File: config.mk
export PLATFORM = sky130hd
export DESIGN_NAME = frame_buffer_reader
export DESIGN_NICKNAME = d
export VERILOG_FILES = /design/src/rtl/frame_buffer_reader.sv
export SDC_FILE = /design/constraint.sdc
export NUM_CORES = 1
export LEC_CHECK = 0
export ABC_CLOCK_PERIOD_IN_PS = 5800
export CAP_MARGIN = 20
export CORE_UTILIZATION = 50
export DETAILED_ROUTE_END_ITERATION = 16
export PLACE_DENSITY = 0.74
export SYNTH_ARGS = -nofsm -noshare
export SYNTH_HDL_FRONTEND = slang
export SYNTH_SLANG_ARGS = --single-unit
File: constraint.sdc
create_clock -name i_clk -period 5.8 [get_ports i_clk]
set_input_delay 0.87 -clock i_clk [delete_from_list [all_inputs] [get_ports i_clk]]
set_output_delay 0.87 -clock i_clk [all_outputs]
set_load 0.02 [all_outputs]
File: src/rtl/frame_buffer_reader.sv
// frame_buffer_reader: read-side controller for the camera frame buffer RAM.
// A start pulse scans one stored frame in raster order, issuing RAM reads and
// streaming pixels downstream through a 2-entry buffer over valid/ready.
//
// Ports:
//   i_clk, i_Reset        clock (rising edge), async active-high reset
//   i_Start               one-cycle request for a frame readout
//   o_Read_Adress         RAM read address
//   o_Enable_Read         RAM read enable (combinational from i_Ready)
//   i_Data                RAM read data, valid by the end of the issue cycle
//   o_Data, o_Valid       head pixel of the output buffer and its valid
//   i_Ready               consumer accepts the head pixel this cycle
//   o_Start_Of_Frame, o_End_Of_Line, o_End_Of_Frame  head-pixel markers
//   o_Busy                frame readout in progress
//   o_Done                one-cycle pulse after the EOF pixel is accepted
module frame_buffer_reader #(
  parameter int unsigned H_PIXELS  = 160,
  parameter int unsigned V_LINES   = 120,
  parameter int unsigned ADDR_W    = 15,
  parameter int unsigned DATA_W    = 8,
  parameter int unsigned BASE_ADDR = 0
) (
  input  logic              i_clk,
  input  logic              i_Reset,
  input  logic              i_Start,
  output logic [ADDR_W-1:0] o_Read_Adress,
  output logic              o_Enable_Read,
  input  logic [DATA_W-1:0] i_Data,
  output logic [DATA_W-1:0] o_Data,
  output logic              o_Valid,
  input  logic              i_Ready,
  output logic              o_Start_Of_Frame,
  output logic              o_End_Of_Line,
  output logic              o_End_Of_Frame,
  output logic              o_Busy,
  output logic              o_Done
);

  localparam int unsigned XW = (H_PIXELS > 1) ? $clog2(H_PIXELS) : 1;
  localparam int unsigned YW = (V_LINES > 1) ? $clog2(V_LINES) : 1;
  localparam int unsigned EW = DATA_W + 3;
  localparam logic [XW-1:0]     XLast    = XW'(H_PIXELS - 1);
  localparam logic [YW-1:0]     YLast    = YW'(V_LINES - 1);
  localparam logic [ADDR_W-1:0] AddrBase = ADDR_W'(BASE_ADDR);

  typedef enum logic [1:0] {StIdle, StRead, StDrain} state_e;

  state_e            state_q, state_d;
  logic [ADDR_W-1:0] addr_q, addr_d;
  logic [XW-1:0]     x_q, x_d;
  logic [YW-1:0]     y_q, y_d;
  // Buffer entry layout: {sof, eol, eof, pixel}; ent0 is always the head.
  logic [EW-1:0]     ent0_q, ent0_d, ent1_q, ent1_d;
  logic [1:0]        cnt_q, cnt_d;
  logic              done_q, done_d;

  logic              pop, issue, last_px, head_eof;
  logic              new_sof, new_eol, new_eof;
  logic [EW-1:0]     new_ent;

  assign o_Valid  = (cnt_q != 2'd0);
  assign pop      = o_Valid & i_Ready;
  assign issue    = (state_q == StRead) & ((cnt_q != 2'd2) | pop);
  assign last_px  = (x_q == XLast) && (y_q == YLast);
  assign head_eof = ent0_q[DATA_W];

  // Markers come from the counters at issue time; the pixel arrives by the
  // end of the same cycle, so both are written into the buffer together.
  assign new_sof = (x_q == '0) && (y_q == '0);
  assign new_eol = (x_q == XLast);
  assign new_eof = last_px;
  assign new_ent = {new_sof, new_eol, new_eof, i_Data};

  assign o_Read_Adress    = addr_q;
  assign o_Enable_Read    = issue;
  assign o_Data           = ent0_q[DATA_W-1:0];
  assign o_Start_Of_Frame = o_Valid & ent0_q[DATA_W+2];
  assign o_End_Of_Line    = o_Valid & ent0_q[DATA_W+1];
  assign o_End_Of_Frame   = o_Valid & ent0_q[DATA_W];
  assign o_Busy           = (state_q != StIdle);
  assign o_Done           = done_q;

  // Sequencer and address/raster counters.
  always_comb begin
    state_d = state_q;
    addr_d  = addr_q;
    x_d     = x_q;
    y_d     = y_q;
    done_d  = 1'b0;

    if (issue) begin
      addr_d = addr_q + 1'b1;
      if (x_q == XLast) begin
        x_d = '0;
        y_d = y_q + 1'b1;
      end else begin
        x_d = x_q + 1'b1;
      end
    end

    case (state_q)
      StIdle:  if (i_Start) state_d = StRead;
      StRead:  if (issue && last_px) state_d = StDrain;
      StDrain: begin
        if (pop && head_eof) begin
          state_d = StIdle;
          done_d  = 1'b1;
          addr_d  = AddrBase;
          x_d     = '0;
          y_d     = '0;
        end
      end
      default: state_d = StIdle;
    endcase
  end

  // Two-entry FIFO kept as a shift pair so the head never moves in the mux.
  always_comb begin
    ent0_d = ent0_q;
    ent1_d = ent1_q;
    cnt_d  = cnt_q;
    case ({issue, pop})
      2'b10: begin
        if (cnt_q == 2'd0) ent0_d = new_ent;
        else               ent1_d = new_ent;
        cnt_d = cnt_q + 2'd1;
      end
      2'b01: begin
        ent0_d = ent1_q;
        cnt_d  = cnt_q - 2'd1;
      end
      2'b11: begin
        if (cnt_q == 2'd1) begin
          ent0_d = new_ent;
        end else begin
          ent0_d = ent1_q;
          ent1_d = new_ent;
        end
      end
      default: ;
    endcase
  end

  always_ff @(posedge i_clk or posedge i_Reset) begin
    if (i_Reset) begin
      state_q <= StIdle;
      addr_q  <= AddrBase;
      x_q     <= '0;
      y_q     <= '0;
      ent0_q  <= '0;
      ent1_q  <= '0;
      cnt_q   <= 2'd0;
      done_q  <= 1'b0;
    end else begin
      state_q <= state_d;
      addr_q  <= addr_d;
      x_q     <= x_d;
      y_q     <= y_d;
      ent0_q  <= ent0_d;
      ent1_q  <= ent1_d;
      cnt_q   <= cnt_d;
      done_q  <= done_d;
    end
  end

endmodule

==> flow_summary.json, run 1 <==
{
  "max_freq_mhz": 250,
  "routabilityCongestion": 0.819,
  "yosysTopAreaCell": "dfrtp_1",
  "wire_per_inst_um": 15.0,
  "cts-resized-gates": 0,
  "power_frac_comb_pct": 42.2,
  "gr-usage-all-layers_pct": 21.2,
  "cts_root_buf": "clkbuf_8",
  "area_delta_synth_final_pct": 20.6,
  "crit_path_top_delay_cell": "clkdlybuf4s50_1",
  "finalMaxSlewViolations": 0,
  "powerDensity_mw_per_mm2": 531,
  "synthTopCellsByCount": "dfrtp_1, nand2_1, nor2_1, mux2i_1, xnor2_1",
  "cts_tree": "built",
  "vias_per_cell": 5.51,
  "finalWirelength_um": 6020,
  "cts_max_level": 3,
  "syn_area_mm2": 0.00301,
  "grt_setup_unrepaired": "no",
  "power_mw": 1.93,
  "cts_setup_buffers": 0,
  "hold_buffers": 0,
  "overflow": 0,
  "yosysMostFrequentCell": "dfrtp_1",
  "yosysWarnings": 0,
  "drcViolationCount": 0,
  "synth-edff-count": 0,
  "max_stage_delay_ns": 0.69,
  "crit_top_cell": "clkdlybuf4s50_1",
  "die_w_um": 79.6,
  "grt_max_degree": 58,
  "fin_worst_skew_ns": 0.00351,
  "path_cells": "clkdlybuf4s50_1, nand2b_1, a21oi_2, clkdlybuf4s50_1",
  "antenna_found_initial": 0,
  "cp_num_buf_inv": 2,
  "ys_seq_area_share_pct": 47.3,
  "die_area_mm2": 0.00634,
  "tightestPinTransition_ns": 0.882,
  "cap_violations": 0,
  "seq_power_share_pct": 36.2,
  "fin_area_mm2": 0.00363,
  "placed_cell_area_mm2": 0.00341,
  "path_clk_slew_ns": 0.06,
  "crit_arrival_ns": 3.13,
  "ys_types": 41,
  "dr_total_vias": 2208,
  "post-route-period-util_pct": 69.0,
  "switchingPower_mw": 0.733,
  "synth_nets": 310,
  "grt_pass1_wl_um": 10100,
  "rows": 27,
  "synth_area_leaders": "dfrtp_1, mux2i_1, xnor2_1, mux2_2, ha_1",
  "netSwitchingFraction_pct": 38.0,
  "crit_required_ns": 4.93,
  "slew_headroom_pct": 41.2,
  "fin_cells": 401,
  "n_antenna_cell": 0,
  "drt_iter0_markers": 140,
  "io_buffers": 41,
  "ys_seq_elements": 57,
  "cp_top_family": "buffers and inverters",
  "post-route-min-period_ns": 4.00,
  "chipHeight_um": 79.6,
  "ir_drop_uv": 310,
  "clock_sinks": 57,
  "path_max_fanout": 19,
  "status": "completed",
  "dr.pass1.iters": 4,
  "fin_ws_ns": 1.80,
  "synthCells": 290,
  "dp_slack_ns": 1.83,
  "insertion_delay_ns": 0.33,
  "cp-end-kind": "output port",
  "ys.flop_type": "dfrtp_1",
  "io_pins": 42,
  "cts_max_path_buffers": 2,
  "final_util_pct": 64.4,
  "hold_violations": 0,
  "ant_nets": 0,
  "cp-start-kind": "input pin",
  "core-area_mm2": 0.00564,
  "final_nets": 344,
  "fin_tns_setup_ns": 0,
  "start_util_pct": 53.4,
  "drive_gt1_share_pct": 11.9,
  "place_hpwl_um": 4040,
  "hold_slack_ns": 0.477,
  "fill_cells": 442,
  "grt_pass1_vias": 2198,
  "p_int_mw": 1.20,
  "synth_async_sr_flop_share_pct": 100,
  "cts_buffers": 9,
  "p_leak_nw": 1.59,
  "hold_path_class": "flop to flop",
  "setup_viol": 0,
  "timing_worst_setup_path_type": "input pin to output port",
  "synth_top_area_share_pct": 47.3,
  "dp.cells": 385,
  "post_synth.cell_area_avg_um2": 10.4,
  "pwr-share-clk_pct": 21.7
}
## sequential cells by signal (all words and copies together), names as in the netlist
register,cells
o_Read_Adress,15
ent0_q,11
ent1_q,11
x_q,8
y_q,7
cnt_q,2
state_q,2
o_Done,1
## layer usage
metal  wire [µm]  global-route usage (%)  vias up
li1            -                       -     1072
met1        2850                    27.9     1089
met2        2870                    32.6       42
met3         218                    5.60        5
met4          82                    9.45        0
met5           0                       0        -
## power groups by stage
stage / sequential [mW] / combinational [mW] / clock (mW)
2_1_floorplan: 0.713 / 0.567 / 0
3_3_place_gp: 0.694 / 0.790 / 0
3_5_place_dp: 0.700 / 0.815 / 0
4_1_cts: 0.696 / 0.820 / 0.426
5_1_grt: 0.719 / 0.895 / 0.446
6_report: 0.698 / 0.814 / 0.419
## cell usage in the layout, fill, tap and decap left out, drive strengths merged, types with 8 or more instances in the layout
| master | count |
|---|---|
| xnor2 | 18 |
| nor2 | 24 |
| clkdlybuf4s50 | 41 |
| inv | 16 |
| nand3 | 10 |
| a2111oi | 11 |
| mux2i | 23 |
| o21ai | 12 |
| nand2 | 25 |
| mux2 | 9 |
| ha | 8 |
| dfrtp | 57 |
| nand4 | 8 |
| clkbuf | 11 |
## layout make-up
cell class / instances / area [µm²] / share of cell area [%]
inverters: 17 / 63.8 / 1.76
repair buffers: 44 / 433 / 11.9
flip-flops and latches: 57 / 1430 / 39.2
well taps: 72 / 90.1 / 2.48
clock inverters: 5 / 77.6 / 2.13
multi-input cells: 195 / 1390 / 38.3
clock buffers: 11 / 151 / 4.17
## worst reg2reg max path, stage by stage, from the launching register on
cell	delay [ns]
dfrtp_1	0.41
inv_1	0.09
ha_1	0.25
nand2b_1	0.70
o31a_1	0.69
nor2b_1	0.23
a21oi_1	0.05
## logic make-up (layout without fill, tap and decap cells)
family / count (synthesis) / after routing / synth area share, %
compound gates: 40 / 40 / 10.3
xor+xnor: 18 / 18 / 5.23
fa+ha+maj: 8 / 8 / 3.32
buf+inv: 38 / 77 / 6.44
flops: 57 / 57 / 47.3
mux: 32 / 32 / 11.0
simple gates: 97 / 97 / 16.4
## final timing paths
path	to	cells after the start	slack, ns	from
hold reg to reg	ent0_q[0]	2	0.48	ent0_q[0]
setup reg to reg	ent0_q[10]	6	3.27	cnt_q[1]
min in group asynchronous	cnt_q[0]	3	1.06	i_Reset
setup / recovery	o_Enable_Read	4	1.80	i_Ready
max in group asynchronous	o_Read_Adress[14]	3	4.27	i_Reset
hold / removal	ent0_q[0]	2	0.48	ent0_q[0]
(Power assumes the default switching activity.)
==> run 2, diff against run 1 <==
--- a/config.mk
+++ b/config.mk
@@ -5,7 +5,7 @@
 export SDC_FILE = /design/constraint.sdc
 export NUM_CORES = 1
 export LEC_CHECK = 0
-export ABC_CLOCK_PERIOD_IN_PS = 5800
+export ABC_CLOCK_PERIOD_IN_PS = 3740
 export CAP_MARGIN = 20
 export CORE_UTILIZATION = 50
 export DETAILED_ROUTE_END_ITERATION = 16
==> constraint.sdc (replaced) <==
create_clock -name i_clk -period 3.74 [get_ports i_clk]
set_input_delay 0.561 -clock i_clk [delete_from_list [all_inputs] [get_ports i_clk]]
set_output_delay 0.561 -clock i_clk [all_outputs]
set_load 0.02 [all_outputs]
==> run 2 against run 1 <==
Effect of this change: final cell count grew 1.0%; via count down 0.68%; core utilization down 0.13 points; count of clock-buffer cells in the layout rose by 1; hold slack improved by 0.0014 ns; total power grew 50%; critical path type is now flop to output port.
==> flow_summary.json, run 2 (synthesis results as in run 1) <==
{
  "path_cells": "inv_1, ha_1, nand2b_1, a21oi_2, clkdlybuf4s50_1",
  "fin_tns_setup_ns": 0,
  "cap_violations": 0,
  "area_delta_synth_final_pct": 20.4,
  "insertion_delay_ns": 0.34,
  "cts_buffers": 9,
  "path_clk_slew_ns": 0.07,
  "timing_worst_setup_path_type": "flop to output port",
  "finalMaxSlewViolations": 0,
  "overflow": 0,
  "cts_max_path_buffers": 2,
  "ir_drop_uv": 429,
  "dr.pass1.iters": 4,
  "clock_sinks": 57,
  "place_hpwl_um": 4130,
  "drcViolationCount": 0,
  "grt_pass1_vias": 2100,
  "cp-start-kind": "flop",
  "hold_path_class": "flop to flop",
  "io_pins": 42,
  "rrSetupSlack_ns": 1.44,
  "fin_worst_skew_ns": 0.0110,
  "gr-usage-all-layers_pct": 21.1,
  "antenna_found_initial": 0,
  "dr_total_vias": 2193,
  "final_nets": 348,
  "hold_violations": 0,
  "whs_path_depth": 2,
  "status": "completed",
  "grt_max_degree": 23,
  "cts_max_level": 3,
  "io_buffers": 41,
  "cts-resized-gates": 0,
  "worstReg2RegStart": "cnt_q[1]",
  "powerDensity_mw_per_mm2": 797,
  "drt_iter0_markers": 51,
  "grt_pass1_wl_um": 9850,
  "rows": 27,
  "max_freq_mhz": 339,
  "p_leak_nw": 1.60,
  "cp-end-kind": "output port",
  "tightestPinTransition_ns": 0.670,
  "finalWirelength_um": 5960,
  "die_area_mm2": 0.00634,
  "hold_start": "ent0_q[0]",
  "crit_required_ns": 3.18,
  "cp_top_family": "buffers and inverters",
  "setup_viol": 0,
  "rr_endpoint": "x_q[3]",
  "holdPathEnd": "ent0_q[0]",
  "max_stage_delay_ns": 0.70,
  "drive_gt1_share_pct": 12.9,
  "crit_path_top_delay_cell": "clkdlybuf4s50_1",
  "n_antenna_cell": 0,
  "slew_headroom_pct": 55.3,
  "cts_setup_buffers": 0,
  "grt_setup_unrepaired": "no",
  "die_w_um": 79.6,
  "final_common_cell": "dfrtp_1",
  "routabilityCongestion": 0.858,
  "cts_root_buf": "clkbuf_8",
  "cts_tree": "built",
  "ant_nets": 0,
  "path_max_fanout": 6,
  "largest_reg_flops": 15,
  "post-route-period-util_pct": 79.0,
  "cp_num_buf_inv": 2,
  "hold_buffers": 0,
  "core-area_mm2": 0.00564,
  "layout_common_cells": "dfrtp_1, clkdlybuf4s50_1, nand2_1",
  "rr_worst_depth": 7,
  "start_util_pct": 53.4,
  "chipHeight_um": 79.6,
  "final_util_pct": 64.3,
  "wire_per_inst_um": 14.7,
  "crit_arrival_ns": 2.39,
  "post-route-min-period_ns": 2.95,
  "vias_per_cell": 5.41
}
==> run 2: cell count changes in the layout (fill, tap and decap cells not counted), sizes merged <==
| cell | before | now |
|---|---|---|
| clkinv | 3 | 4 |
| bufinv | 2 | 0 |
| clkbuf | 11 | 12 |
| buf | 3 | 7 |
==> run 2: worst max-delay path by stage <==
stage | cells past startpoint | slack (ns) | to | from
after global placement | 4 | 0.90 | o_Enable_Read | i_Ready
after CTS | 5 | 0.79 | o_Enable_Read | cnt_q[0]
after global routing | 5 | 0.67 | o_Enable_Read | cnt_q[1]
final | 5 | 0.79 | o_Enable_Read | cnt_q[0]
after floorplan | 1 | 1.78 | cnt_q[0] | i_Reset
after detailed placement | 4 | 0.88 | o_Enable_Read | i_Ready
==> run 2: final cells by class <==
| cell class | instances | area (µm²) |
|---|---|---|
| Sequential cell | 57 | 1430 |
| Multi-Input combinational cell | 195 | 1390 |
| Timing Repair Buffer | 48 | 463 |
| Clock buffer | 12 | 165 |
| Inverter | 17 | 63.8 |
| Clock inverter | 4 | 26.3 |
| Tap cell | 72 | 90.1 |
| Fill cell | 448 | 2010 |
==> run 2: routing by layer <==
layer,share of wire (%),GRT usage [%],vias up
li1,-,-,1083
met4,1.4,8.55,0
met5,0,0,-
met3,4.0,6.51,5
met1,46,27.4,1062
met2,48,32.6,43
==> run 2: metrics by stage <==
step	hold WS (ns)	setup WS, ns	cell area (µm²)	instances	total power, mW
finish	0.478	0.786	3630	405	2.89
global route	0.488	0.665	3630	405	3.09
CTS	0.485	0.789	3630	405	2.91
detailed placement	0.469	0.880	3440	389	2.36
global placement	0.459	0.901	3440	389	2.31
floorplan	0.442	1.78	3010	290	1.98
==> run 2: power by group <==
group | leakage (nW) | internal [mW] | switching [mW]
logic | 0.798 | 0.608 | 0.669
clock network | 0.0984 | 0.293 | 0.247
registers | 0.699 | 0.851 | 0.223
total | 1.60 | 1.75 | 1.14
==> run 2: tightest hold or removal path, cell delays in order (launching register included) <==
cell and delay (ns):
dfrtp_1 0.34, nand2_1 0.04, o21ai_0 0.06
